<file path="config.mk">
export PLATFORM = sky130hd
export DESIGN_NAME = tinyvga_demo_sequencer
export DESIGN_NICKNAME = d
export VERILOG_FILES = /design/src/rtl/tinyvga_demo_pkg.sv /design/src/rtl/tinyvga_frame_tick.sv /design/src/rtl/tinyvga_demo_sequencer.sv
export SDC_FILE = /design/constraint.sdc
export NUM_CORES = 1
export LEC_CHECK = 0
export CORE_ASPECT_RATIO = 0.5
export CORE_UTILIZATION = 49
export DETAILED_ROUTE_END_ITERATION = 12
export PLACE_DENSITY_LB_ADDON = 0.12
export RECOVER_POWER = 100
export SYNTH_ARGS = -nofsm -noshare
export SYNTH_HDL_FRONTEND = slang
export SYNTH_SLANG_ARGS = --single-unit
</file>
<file path="constraint.sdc">
create_clock -name clk -period 2.7 [get_ports clk]
set_input_delay 0.675 -clock clk [delete_from_list [all_inputs] [get_ports clk]]
set_output_delay 0.675 -clock clk [all_outputs]
set_load 0.1 [all_outputs]
</file>
<file path="src/rtl/tinyvga_demo_pkg.sv">
// Shared types and constants for the tinyvga demo sequencer.
package tinyvga_demo_pkg;

  typedef enum logic [1:0] {
    RESET_PROJ = 2'd0,
    FADE_IN    = 2'd1,
    SHOW       = 2'd2,
    FADE_OUT   = 2'd3
  } state_t;

  // Pattern-generator mode per scene; entry [0] is scene 0.
  localparam logic [7:0][3:0] SCENE_MODES = {4'd6, 4'd7, 4'd4, 4'd2,
                                             4'd5, 4'd3, 4'd4, 4'd1};

  localparam int SHOW_FRAMES_DEF = 180;
  localparam int FADE_FRAMES_DEF = 4;
  localparam int RST_CYCLES_DEF  = 16;
  localparam bit VS_ACTIVE_DEF   = 1'b0;

  function automatic logic [3:0] scene_mode(input logic [2:0] s);
    return SCENE_MODES[s];
  endfunction

endpackage

</file>
<file path="src/rtl/tinyvga_frame_tick.sv">
// Registers vsync and emits a one-cycle pulse after it enters the active level.
module tinyvga_frame_tick #(
  parameter bit VS_ACTIVE = 1'b0
) (
  input  logic clk,
  input  logic rst_n,
  input  logic vsync,
  output logic frame_tick
);

  logic vs_q;

  // History starts at the inactive level so reset never fakes an edge.
  always_ff @(posedge clk or negedge rst_n) begin
    if (!rst_n) begin
      vs_q       <= ~VS_ACTIVE;
      frame_tick <= 1'b0;
    end else begin
      vs_q       <= vsync;
      frame_tick <= (vsync == VS_ACTIVE) && (vs_q != VS_ACTIVE);
    end
  end

endmodule

</file>
<file path="src/rtl/tinyvga_demo_sequencer.sv">
// Scene sequencer: reset the pattern generator, fade depth up, hold, fade down,
// step to the next scene. A manual override freezes the sequence.
module tinyvga_demo_sequencer
  import tinyvga_demo_pkg::*;
#(
  parameter int SHOW_FRAMES = SHOW_FRAMES_DEF,
  parameter int FADE_FRAMES = FADE_FRAMES_DEF,
  parameter int RST_CYCLES  = RST_CYCLES_DEF,
  parameter bit VS_ACTIVE   = VS_ACTIVE_DEF
) (
  input  logic       clk,
  input  logic       rst_n,
  input  logic       vsync,
  input  logic       manual_en,
  input  logic [3:0] manual_mode,
  input  logic [2:0] manual_depth,
  input  logic       advance,
  input  logic       hold,
  output logic [3:0] mode,
  output logic [2:0] depth,
  output logic       proj_rst_n,
  output logic [2:0] scene,
  output logic       fading
);

  localparam int FMAX = (SHOW_FRAMES > FADE_FRAMES) ? SHOW_FRAMES : FADE_FRAMES;
  localparam int FW   = $clog2(FMAX + 1);
  localparam int CW   = $clog2(RST_CYCLES + 1);

  state_t        state;
  logic [FW-1:0] frame_cnt;
  logic [CW-1:0] cyc_cnt;
  logic          manual_q;
  logic          frame_tick;
  logic          tick;

  tinyvga_frame_tick #(.VS_ACTIVE(VS_ACTIVE)) u_frame_tick (
    .clk        (clk),
    .rst_n      (rst_n),
    .vsync      (vsync),
    .frame_tick (frame_tick)
  );

  // Ticks arriving under manual override are dropped, not deferred.
  assign tick   = frame_tick & ~manual_en;
  assign fading = ~manual_en & ((state == FADE_IN) || (state == FADE_OUT));

  // Sequencer FSM with registered outputs; manual override takes priority.
  always_ff @(posedge clk or negedge rst_n) begin
    if (!rst_n) begin
      state      <= RESET_PROJ;
      scene      <= 3'd0;
      depth      <= 3'd0;
      mode       <= scene_mode(3'd0);
      proj_rst_n <= 1'b0;
      frame_cnt  <= '0;
      cyc_cnt    <= '0;
      manual_q   <= 1'b0;
    end else begin
      manual_q <= manual_en;
      if (manual_en) begin
        mode       <= manual_mode;
        depth      <= manual_depth;
        proj_rst_n <= 1'b1;
      end else if (manual_q) begin
        // Leaving manual: restart the current scene from a clean reset.
        state      <= RESET_PROJ;
        frame_cnt  <= '0;
        cyc_cnt    <= '0;
        depth      <= 3'd0;
        proj_rst_n <= 1'b0;
        mode       <= scene_mode(scene);
      end else begin
        case (state)
          RESET_PROJ: begin
            if (cyc_cnt == CW'(RST_CYCLES - 1)) begin
              state      <= FADE_IN;
              cyc_cnt    <= '0;
              frame_cnt  <= '0;
              proj_rst_n <= 1'b1;
            end else begin
              cyc_cnt <= cyc_cnt + CW'(1);
            end
          end
          FADE_IN: begin
            if (tick) begin
              if (frame_cnt == FW'(FADE_FRAMES - 1)) begin
                frame_cnt <= '0;
                depth     <= depth + 3'd1;
                if (depth == 3'd6) state <= SHOW;
              end else begin
                frame_cnt <= frame_cnt + FW'(1);
              end
            end
          end
          SHOW: begin
            // advance beats a coincident tick and ignores hold.
            if (advance) begin
              state     <= FADE_OUT;
              frame_cnt <= '0;
            end else if (tick && !hold) begin
              if (frame_cnt == FW'(SHOW_FRAMES - 1)) begin
                state     <= FADE_OUT;
                frame_cnt <= '0;
              end else begin
                frame_cnt <= frame_cnt + FW'(1);
              end
            end
          end
          FADE_OUT: begin
            if (tick) begin
              if (frame_cnt == FW'(FADE_FRAMES - 1)) begin
                frame_cnt <= '0;
                depth     <= depth - 3'd1;
                if (depth == 3'd1) begin
                  scene      <= scene + 3'd1;
                  mode       <= scene_mode(scene + 3'd1);
                  state      <= RESET_PROJ;
                  cyc_cnt    <= '0;
                  proj_rst_n <= 1'b0;
                end
              end else begin
                frame_cnt <= frame_cnt + FW'(1);
              end
            end
          end
          default: state <= RESET_PROJ;
        endcase
      end
    end
  end

endmodule
</file>
==> flow_summary_export.csv <==
group,metric,value,unit
timing,rsz0062_at_grt,"false",
routing,drc,0,
final_layout,stdcell_count,281,
power_and_ir_drop,p_int,0.8624,mW
synthesis,yosysWarnings,0,
synthesis,async_flop_share,100.0,%
timing,timing.slew.headroom,22.47,%
critical_path,r2r_slack,0.19,ns
synthesis,synth_seq_area_share,38.75,%
critical_path,crit_type,"reg -> reg",
clock_tree,clkSlewWorstSetupHoldPaths,0.07,ns
clock_tree,clock_path_buffers,2,
grt,grtUsageTotal,20.31,%
timing,final_max_slew_viol_count,0,
placed_design,portBuffers,24,
routing,vias,1497,
power_and_ir_drop,p_switching,0.5559,mW
power_and_ir_drop,power_density,639.4,nW/um^2
grt,grt_max_degree,30,
clock_tree,cts_tree,"built",
timing,max_freq,399.2,MHz
final_layout,layout-drive-gt1-share,14.35,%
synthesis,synth-seq-cells,29,
critical_path,cp_top_family,"simple AND/OR/NAND/NOR gates",
clock_tree,worstSkewPairLatency,0.28,ns
synthesis,synth_compound_area_share,19.31,%
timing,tightest_slew,1.168,ns
grt,antenna_found_initial,0,
critical_path,cp.buffers_inverters,0,
final_layout,final_nets,258,
timing,setup-violations-final,0,
worst_hold_path,hold-path-cell-count,2,
power_and_ir_drop,seqPwrFrac,39.2,%
routing,wirelength,3873,microns
floorplan,rows,15,
synthesis,synth.net_count,225,
synthesis,syn_area_per_cell,9.588,sq um
synthesis,synth_cell_type_count,48,
clock_tree,cts_hold_buf,0,
critical_path,rr_worst_depth,6,
worst_hold_path,min_from,"mode[0]",
power_and_ir_drop,vdd_ir_drop_max,0.2957,mV
flow_run,cap_violations,0,
critical_path,startpoint_type,"flip-flop",
power_and_ir_drop,p_leak,1.005,nW
critical_path,r2r-start,"frame_cnt[0]",
timing,fin_skew,0.009307,ns
final_layout,syn_to_final_growth,18.04,%
status,status,"completed",
final_layout,post-route-cell-area,2218,sq um
final_layout,fillers,320,
worst_hold_path,worstHoldEndpoint,"mode[0]",
synthesis,ys.flop_type,"dfrtp_1",
grt,overflow,0,
floorplan,die_w,89.58,microns
routing,antenna_left,0,
critical_path,cpMaxStageDelayCell,"or4_1",
power_and_ir_drop,switching_share,39.20,%
timing,finalHoldViolations,0,
placed_design,finalWeightedCongestion,0.8239,
synthesis,syn_inst,196,
routing,drt_iter0_drc,95,
clock_tree,htreeDepth,2,
grt,grt_pass1_wl,6051,microns
floorplan,dieArea,4102,sq um
clock_tree,root_buffer,"clkbuf_8",
routing,wl_per_cell,13.78,microns
critical_path,crit_fanout,6,
timing,fin_crit_sh,92.78,%
power_and_ir_drop,total_power,1.418,mW
critical_path,cp_data_arrival_time,2.71,ns
final_layout,num_antenna_cells,0,
grt,grt_pass1_vias,1336,
power_and_ir_drop,p_clk_share,24.0,%
synthesis,syn-cell-area,1879,sq um
critical_path,path_cells,"ha_1 -> or4b_4 -> o311a_1 -> or3_1 -> or4_1 -> o211ai_2",
floorplan,start_util,52.98,%
critical_path,rr_endpoint,"cyc_cnt[3]",
synthesis,synthMuxAreaShare,3.329,%
power_and_ir_drop,share_comb_of_total_power,36.7,%
placed_design,dpl_cell_area,2191,sq um
final_layout,final_util,62.54,%
clock_tree,cts_resized,0,
synthesis,synth-simple-area-share,20.51,%
timing,fin_tns_setup,0,ns
worst_hold_path,hold_class,"reg -> reg",
routing,drtPass1Iterations,4,
critical_path,max_stage_delay,0.53,ns
placed_design,dpl.cell_count,273,
synthesis,synthAdderAreaFrac,10.65,%
floorplan,io_pins,25,
placed_design,hpwl,2678,microns
floorplan,core,3547,sq um
critical_path,worstPathRequired,2.91,ns
floorplan,die_h,45.79,microns
synthesis,synth_top_family_by_area,"simple AND/OR/NAND/NOR gates",
routing,vias_per_cell,5.327,
timing,fin_crit,2.505,ns
synthesis,synth-xor-area-share,2.796,%
critical_path,end_kind,"flip-flop",
clock_tree,cts_sinks,29,
clock_tree,numCtsBuffers,5,
clock_tree,cts_setup_buffers,0,
synthesis,synth_edf_count,0,
-- kinds of logic after synthesis --
| family | Yosys count |
|---|---|
| AO/OA/AOI/OAI | 51 |
| XOR/XNOR | 6 |
| adder cells (fa/ha/maj) | 16 |
| buffers and inverters | 19 |
| flip-flops | 29 |
| multiplexers | 6 |
| AND/OR/NAND/NOR | 69 |
-- worst register-to-register path, cell delays in order, from the launching register on --
cell and delay (ns):
dfrtp_1 0.37, ha_1 0.19, or4b_4 0.51, o311a_1 0.38
or3_1 0.37, or4_1 0.53, o211ai_2 0.09
-- state kept, by name, summed over array words and instances, names as in the netlist --
| name | count |
|---|---|
| scene | 3 |
| manual_q | 1 |
| mode | 4 |
| frame_cnt | 8 |
| proj_rst_n | 1 |
| state | 2 |
| u_frame_tick.frame_tick | 1 |
| depth | 3 |
| u_frame_tick.vs_q | 1 |
| cyc_cnt | 5 |
-- power groups by stage --
| stage | Clock (mW) | Sequential [mW] | Combinational [mW] |
|---|---|---|---|
| floorplan | 0 | 0.640 | 0.313 |
| global placement | 0 | 0.557 | 0.529 |
| detailed placement | 0 | 0.562 | 0.542 |
| CTS | 0.352 | 0.555 | 0.544 |
| global route | 0.371 | 0.564 | 0.573 |
| finish | 0.341 | 0.557 | 0.521 |
-- how the worst max path moves through the flow --
| stage | startpoint | to | slack, ns | cells after the start |
|---|---|---|---|---|
| CTS | frame_cnt[0] | cyc_cnt[3] | 0.20 | 6 |
| detailed placement | frame_cnt[0] | cyc_cnt[3] | 0.21 | 6 |
| finish | frame_cnt[0] | cyc_cnt[3] | 0.19 | 6 |
| global route | frame_cnt[0] | cyc_cnt[3] | 0.11 | 6 |
| floorplan | depth[1] | cyc_cnt[3] | 0.08 | 8 |
| global placement | frame_cnt[0] | cyc_cnt[3] | 0.26 | 6 |
-- placed cells by master, fill, tap and decap left out, types with 3 or more instances in the layout --
| cell | instances |
|---|---|
| o21ai_0 | 13 |
| clkdlybuf4s50_1 | 9 |
| inv_1 | 13 |
| nor2_1 | 13 |
| o31ai_1 | 4 |
| clkbuf_8 | 5 |
| a22o_1 | 7 |
| clkbuf_1 | 12 |
| nor3_1 | 5 |
| a211oi_1 | 3 |
| clkbuf_2 | 3 |
| dfrtp_1 | 26 |
| xnor2_1 | 5 |
| nand3_1 | 6 |
| mux2i_1 | 4 |
| a21oi_1 | 6 |
| nand2_1 | 16 |
| ha_1 | 16 |
| dlygate4sd3_1 | 3 |
| or3_1 | 4 |
| nor2b_1 | 7 |
| buf_4 | 5 |
-- Yosys cell counts, drive strengths merged, types with 4 or more instances --
cell type,count,area [sq um]
dfrtp,27,675.7
ha,16,200.2
nand2,16,60.06
inv,13,48.80
nor2,13,48.80
o21ai,13,65.06
a22o,8,71.32
nor2b,7,43.79
a21oi,6,30.03
nand3,6,30.03
nor3,5,25.02
or3,5,32.53
xnor2,5,43.79
and3,4,27.52
mux2i,4,40.04
o31ai,4,30.03
-- per-stage QoR --
stage | worst slack (ns) | hold slack, ns
CTS | 0.2032 | 0.4840
global placement | 0.2610 | 0.4641
finish | 0.1948 | 0.4815
global route | 0.1070 | 0.5112
detailed placement | 0.2143 | 0.4716
floorplan | 0.07760 | 0.3794
-- cell type report --
cell class | instances | area, sq um | area share (%)
clock buffers | 6 | 72.57 | 3.271
clock inverters | 2 | 10.01 | 0.4512
inverters | 13 | 48.80 | 2.200
multi-input cells | 148 | 1060 | 47.77
flip-flops and latches | 29 | 729.5 | 32.88
well taps | 51 | 63.81 | 2.876
repair buffers | 32 | 234.0 | 10.55
-- layer usage --
| layer | global-route usage, % | share of wire (%) | vias up |
|---|---|---|---|
| li1 | - | - | 772 |
| met1 | 27.41 | 50 | 683 |
| met3 | 5.978 | 5.6 | 2 |
| met4 | 4.762 | 0.44 | 0 |
| met5 | 0 | 0 | - |
| met2 | 32.58 | 44 | 40 |
Power figures use the tool's default switching activity.
